$ cat src/rtl/flux_acq_engine.sv
// rtl/flux_acq_engine.sv - flux-transition interval acquisition engine
// Purpose: times CLKEN-qualified intervals between read-data pulses and emits one
//          {index_flag, timer} record per transition or timer overflow.
// Ports:
//    CLOCK, RESET_N        clock, synchronous active-low reset
//    CLKEN                 timer count enable
//    RUN, WAIT_INDEX       start/abort control, index-aligned start select
//    STOP_REVS             revolutions to capture (0 = unlimited)
//    RAM_FULL              acquisition RAM full, ends capture
//    FD_RDDATA_IN          raw read-data pulse (asynchronous)
//    FD_INDEX_IN           raw index pulse (asynchronous)
//    DATA, WRITE           record and its one-cycle write strobe
//    BUSY, DONE            capture in progress / capture finished
//    REV_COUNT             index edges seen during capture
module flux_acq_engine #(
   parameter int TIMER_BITS = 7,
   parameter int REV_BITS   = 8
) (
   input  logic                  CLOCK,
   input  logic                  RESET_N,
   input  logic                  CLKEN,
   input  logic                  RUN,
   input  logic                  WAIT_INDEX,
   input  logic [REV_BITS-1:0]   STOP_REVS,
   input  logic                  RAM_FULL,
   input  logic                  FD_RDDATA_IN,
   input  logic                  FD_INDEX_IN,
   output logic [TIMER_BITS:0]   DATA,
   output logic                  WRITE,
   output logic                  BUSY,
   output logic                  DONE,
   output logic [REV_BITS-1:0]   REV_COUNT
);

   typedef enum logic [1:0] {
      ST_IDLE    = 2'd0,
      ST_WAITIDX = 2'd1,
      ST_ACQ     = 2'd2,
      ST_DONE    = 2'd3
   } state_t;

   localparam logic [TIMER_BITS-1:0] TIMER_ONE = {{(TIMER_BITS-1){1'b0}}, 1'b1};
   localparam logic [TIMER_BITS-1:0] TIMER_MAX = {TIMER_BITS{1'b1}};
   localparam logic [REV_BITS-1:0]   REV_ONE   = {{(REV_BITS-1){1'b0}}, 1'b1};
   localparam logic [REV_BITS-1:0]   REV_MAX   = {REV_BITS{1'b1}};

   state_t                 state, state_n;
   logic [TIMER_BITS-1:0]  timer, timer_n;
   logic                   index_flag, index_flag_n;
   logic [TIMER_BITS:0]    data_n;
   logic                   write_n;
   logic [REV_BITS-1:0]    rev_n;

   // Two metastability flops followed by one history flop per input.
   logic [2:0]             rd_sync, idx_sync;
   logic                   rd_event, idx_event;
   logic                   flag_merged;

   assign rd_event  = rd_sync[1]  & ~rd_sync[2];
   assign idx_event = idx_sync[1] & ~idx_sync[2];

   assign BUSY = (state == ST_WAITIDX) || (state == ST_ACQ);
   assign DONE = (state == ST_DONE);

   always_ff @(posedge CLOCK) begin
      if (!RESET_N) begin
         state      <= ST_IDLE;
         timer      <= TIMER_ONE;
         index_flag <= 1'b0;
         DATA       <= '0;
         WRITE      <= 1'b0;
         REV_COUNT  <= '0;
         rd_sync    <= '0;
         idx_sync   <= '0;
      end else begin
         state      <= state_n;
         timer      <= timer_n;
         index_flag <= index_flag_n;
         DATA       <= data_n;
         WRITE      <= write_n;
         REV_COUNT  <= rev_n;
         rd_sync    <= {rd_sync[1:0], FD_RDDATA_IN};
         idx_sync   <= {idx_sync[1:0], FD_INDEX_IN};
      end
   end

   always_comb begin
      state_n      = state;
      timer_n      = timer;
      index_flag_n = index_flag;
      data_n       = DATA;
      write_n      = 1'b0;
      rev_n        = REV_COUNT;
      // An index edge landing in a write cycle is folded into that record.
      flag_merged  = index_flag | idx_event;

      if (!RUN) begin
         state_n      = ST_IDLE;
         timer_n      = TIMER_ONE;
         index_flag_n = 1'b0;
      end else begin
         case (state)
            ST_IDLE: begin
               timer_n      = TIMER_ONE;
               index_flag_n = 1'b0;
               rev_n        = '0;
               state_n      = WAIT_INDEX ? ST_WAITIDX : ST_ACQ;
            end
            ST_WAITIDX: begin
               // The aligning index edge only starts capture; it is not a revolution.
               timer_n = TIMER_ONE;
               if (idx_event)
                  state_n = ST_ACQ;
            end
            ST_ACQ: begin
               if (RAM_FULL) begin
                  state_n = ST_DONE;
               end else begin
                  if (idx_event) begin
                     if (REV_COUNT != REV_MAX)
                        rev_n = REV_COUNT + REV_ONE;
                     if ((STOP_REVS != '0) && (rev_n == STOP_REVS))
                        state_n = ST_DONE;
                  end
                  // A transition coinciding with overflow carries the max count.
                  if (rd_event) begin
                     data_n       = {flag_merged, timer};
                     write_n      = 1'b1;
                     timer_n      = TIMER_ONE;
                     index_flag_n = 1'b0;
                  end else if (CLKEN && (timer == TIMER_MAX)) begin
                     data_n       = {flag_merged, {TIMER_BITS{1'b0}}};
                     write_n      = 1'b1;
                     timer_n      = TIMER_ONE;
                     index_flag_n = 1'b0;
                  end else begin
                     timer_n      = timer + {{(TIMER_BITS-1){1'b0}}, CLKEN};
                     index_flag_n = flag_merged;
                  end
               end
            end
            ST_DONE: begin
            end
            default: state_n = ST_IDLE;
         endcase
      end
   end

endmodule
$ cat config.mk
export PLATFORM = sky130hd
export DESIGN_NAME = flux_acq_engine
export DESIGN_NICKNAME = d
export VERILOG_FILES = /design/src/rtl/flux_acq_engine.sv
export SDC_FILE = /design/constraint.sdc
export NUM_CORES = 1
export LEC_CHECK = 0
export BUFFER_PORTS_ARGS = -buffer_cell sky130_fd_sc_hd__clkbuf_2
export CORE_MARGIN = 2
export CORE_UTILIZATION = 45
export DETAILED_ROUTE_END_ITERATION = 10
export GPL_ROUTABILITY_DRIVEN = 0
export GPL_TIMING_DRIVEN = 0
export PLACE_DENSITY_LB_ADDON = 0.08
export SETUP_SLACK_MARGIN = 0.4
export SLEW_MARGIN = 20
export SYNTH_ARGS = -nofsm -noshare
export SYNTH_HDL_FRONTEND = slang
export SYNTH_SLANG_ARGS = --single-unit
$ cat constraint.sdc
create_clock -name CLOCK -period 6.6 [get_ports CLOCK]
set_clock_uncertainty 0.15 [all_clocks]
set_input_delay 0.99 -clock CLOCK [delete_from_list [all_inputs] [get_ports CLOCK]]
set_output_delay 0.99 -clock CLOCK [all_outputs]
set_load 0.005 [all_outputs]
==> summary.txt <==
Outcome
  • Run status: finished, final reports clean

Clock network
  • Post-CTS setup repair buffer count: 0
  • Post-cts sizing count: 0
  • Maximum number of buffers from clock root to sink: 2
  • Clock Sinks: 33
  • CTS tree: built
  • Post-CTS Hold Buffers: 0
  • Total CTS buffers: 5
  • Root buffer cell: sky130_fd_sc_hd__clkbuf_8
  • Depth of the CTS H-tree: 2
  • Clock latency on the worst-skew pair: 0.28 ns
  • Worst-path clk slew: 0.06 ns

Power and ir drop
  • P per Cell Area: 198 nW/um^2
  • IR drop worst, VDD: 0.116 mV
  • Pleak: 0.874 nW

Critical path
  • Endpoint required time on the critical path: 5.46 ns
  • Crit Reg-Reg Startpoint: REV_COUNT[0]
  • Worst-case register-to-register setup slack: 4.25 ns
  • Critical Path Sink Type: output port
  • Critical path peak fanout: 5
  • Startpoint types: register
  • Number of cells on the worst reg-to-reg path: 9
  • Worst Setup Path Type: register to output port
  • Endpoint of the lowest-slack register-to-register path: state[0]
  • Arrival time reported for the critical path endpoint: 1.23 ns

Route
  • Average via count per standard cell: 5.48
  • DRC Markers: 0
  • Iteration-0 DRC count of the detailed router: 127
  • Remaining antenna violation count after routing: 0
  • Routed wire length per instance: 13.8 um
  • Detailed-routing iteration count for the pre-antenna-repair pass: 4
  • Overall via count from detail_route: 1752
  • Total wire length: 4430 um

Placed design
  • Post-placement cell count: 312
  • Hpwl dp: 3330 um
  • Quantity of I/O buffers inserted on ports: 33
  • Placed Area: 2090 sq um

Timing
  • Maximum clock frequency: 422 MHz
  • Slew Limit Headroom: 53.6%
  • Actual transition at the worst max-transition pin: 0.696 ns
  • Unrepaired setup endpoints after global routing: no
  • Final period utilization: 35.9%
  • Number of endpoints with negative hold slack in the final report: 0
  • Final period demand of the worst path: 2.37 ns
  • Number of pins exceeding their max-slew limit in the final report: 0
  • Final sum of negative setup slack: 0 ns
  • Final number of setup-violating endpoints: 0

Synthesis
  • Dominant cell type by area after synthesis: sky130_fd_sc_hd__dfxtp_1
  • Summed instance area of the synthesized netlist: 1860 sq um
  • Post-synthesis instance total: 229
  • Top-area cell type share of the netlist area: 35.6%
  • Count of state elements after synthesis: 33
  • Post-synthesis async set-or-reset flop share: 0%
  • Cells taking the most area after synthesis: sky130_fd_sc_hd__dfxtp_1 (36%), sky130_fd_sc_hd__nor2_1 (5.7%), sky130_fd_sc_hd__ha_1 (5.4%)
  • Distinct cell type count of the synthesized netlist: 44
  • Seq/Total Area, Yosys: 35.6%
  • Count of flip-flops with a built-in enable after synthesis: 0
  • Primary flip-flop cell chosen by synthesis mapping: sky130_fd_sc_hd__dfxtp_1
  • Synth Warn #: 0
  • Synthesized area per cell: 8.11 sq um
  • Net count after synthesis: 253

Job
  • Max-Cap Viols: 0

Cells and area
  • Final instance area: 2200 sq um
  • P&R area growth vs syn: 18.5%
  • Final antenna diode count: 0
  • Seq. cell area: 661 sq um
  • Net count of the finished layout: 293
  • Area used by multi-input combinational logic: 1140 sq um
  • Fill count: 388
  • Share of layout cells above drive strength 1: 21.1%
  • Post-layout instance count excluding filler cells: 320
  • Most frequent cells in the layout: sky130_fd_sc_hd__dfxtp_1 (33), sky130_fd_sc_hd__clkbuf_2 (33), sky130_fd_sc_hd__nor2_1 (28), sky130_fd_sc_hd__nand2_1 (23), sky130_fd_sc_hd__a21oi_1 (19)

GRT
  • Initial antenna violation count: 0
  • Vias in the first global route: 1536
  • First-pass GRT wire length: 7130 um
  • Aggregate global-route resource usage: 20.7%
  • Pin count of the biggest net entering global routing: 11
  • Total grt overflow: 0

Die
  • Effective utilization at floorplan: 46.4%
  • Area enclosed by the die boundary: 4660 sq um
  • Std cell rows: 23
  • Core area: 4000 sq um
  • Die X-Extent: 68.3 um
  • Vertical die dimension: 68.3 um
  • I/O pin total: 35

Min path
  • Path category of the worst min-delay check: register to register
  • Worst hold path startpoint: idx_sync[0]
  • Number of stages on the worst hold path: 1
  • Sink of the worst hold path: idx_sync[1]
[Yosys cell counts, types with 2 or more instances]
| cell | n |
|---|---|
| sky130_fd_sc_hd__a22oi_1 | 7 |
| sky130_fd_sc_hd__nand2_1 | 23 |
| sky130_fd_sc_hd__and2_4 | 2 |
| sky130_fd_sc_hd__inv_1 | 6 |
| sky130_fd_sc_hd__a21o_1 | 2 |
| sky130_fd_sc_hd__o221a_2 | 2 |
| sky130_fd_sc_hd__a31oi_1 | 3 |
| sky130_fd_sc_hd__nand3b_1 | 2 |
| sky130_fd_sc_hd__xnor2_1 | 7 |
| sky130_fd_sc_hd__nor3_1 | 8 |
| sky130_fd_sc_hd__nand3_1 | 11 |
| sky130_fd_sc_hd__nor4_1 | 2 |
| sky130_fd_sc_hd__nor4_2 | 2 |
| sky130_fd_sc_hd__ha_1 | 8 |
| sky130_fd_sc_hd__dfxtp_1 | 33 |
| sky130_fd_sc_hd__nand4_1 | 3 |
| sky130_fd_sc_hd__o21ai_0 | 6 |
| sky130_fd_sc_hd__nor2_1 | 28 |
| sky130_fd_sc_hd__clkbuf_1 | 3 |
| sky130_fd_sc_hd__a311oi_1 | 4 |
| sky130_fd_sc_hd__nand2b_1 | 4 |
| sky130_fd_sc_hd__and3_1 | 4 |
| sky130_fd_sc_hd__nor2b_1 | 5 |
| sky130_fd_sc_hd__o21ai_1 | 4 |
| sky130_fd_sc_hd__a21oi_1 | 19 |
| sky130_fd_sc_hd__xor2_1 | 2 |
| sky130_fd_sc_hd__mux2i_1 | 3 |
| sky130_fd_sc_hd__buf_4 | 3 |
| sky130_fd_sc_hd__and2_1 | 8 |
[kinds of logic (layout without fill, tap and decap cells)]
logic type,after synthesis,count (layout),synth area share (%)
multiplexers,3,3,1.62
adder cells (fa/ha/maj),8,8,5.39
AND/OR/NAND/NOR,107,107,30.0
AO/OA/AOI/OAI,56,56,19.9
buffers and inverters,13,54,3.30
XOR/XNOR,9,9,4.24
flip-flops,33,33,35.6
[worst max-delay path: stages (launching register included)]
cell and delay (ns):
sky130_fd_sc_hd__dfxtp_1 0.42, sky130_fd_sc_hd__inv_1 0.09, sky130_fd_sc_hd__ha_1 0.32, sky130_fd_sc_hd__clkbuf_2 0.12
[state kept, by name, summed over array words and instances, names as in the netlist]
register / count
rd_sync: 3
DATA: 8
timer: 7
WRITE: 1
idx_sync: 3
REV_COUNT: 8
state: 2
index_flag: 1
[per-layer routing]
layer | vias to the layer above | part of all wire, % | GRT usage, % | wire length (um)
li1 | 900 | - | - | -
met1 | 797 | 48 | 26.0 | 2120
met2 | 51 | 46 | 34.3 | 2050
met3 | 4 | 4.8 | 4.93 | 211
met4 | 0 | 0.88 | 7.25 | 39
met5 | - | 0 | 0 | 0
[per-stage QoR]
step           hold slack [ns]  total power, mW  setup WS (ns)  util (%)
2_1_floorplan            0.262            0.232           4.39         -
3_3_place_gp             0.265            0.246           4.04      52.1
3_5_place_dp             0.269            0.246           4.01      52.1
4_1_cts                  0.284            0.442           4.23      55.1
5_1_grt                  0.302            0.457           4.07      55.1
6_report                 0.282            0.435           4.23      55.1
[where the power goes]
group          internal [mW]  leakage [nW]  switching, mW  total (mW)
Sequential             0.202         0.267        0.00186       0.204
Clock                  0.123        0.0585         0.0708       0.194
Combinational         0.0155         0.548         0.0226      0.0381
[cell type report]
type / count / share of cell area, %
buffer: 7 / 1.76
clock buffer: 7 / 3.92
clock inverter: 1 / 1.36
inverter: 6 / 1.02
multi-input combinational: 183 / 51.6
sequential: 33 / 30.0
tap: 50 / 2.84
timing repair buffer: 33 / 7.50
[worst max-delay path by stage]
stage / startpoint / end / slack, ns
global route: state[0] / REV_COUNT[0] / 4.07
floorplan: STOP_REVS[3] / state[0] / 4.39
global placement: STOP_REVS[4] / state[1] / 4.04
detailed placement: STOP_REVS[4] / state[0] / 4.01
CTS: state[0] / BUSY / 4.23
finish: state[0] / BUSY / 4.23
Power figures use the tool's default switching activity.
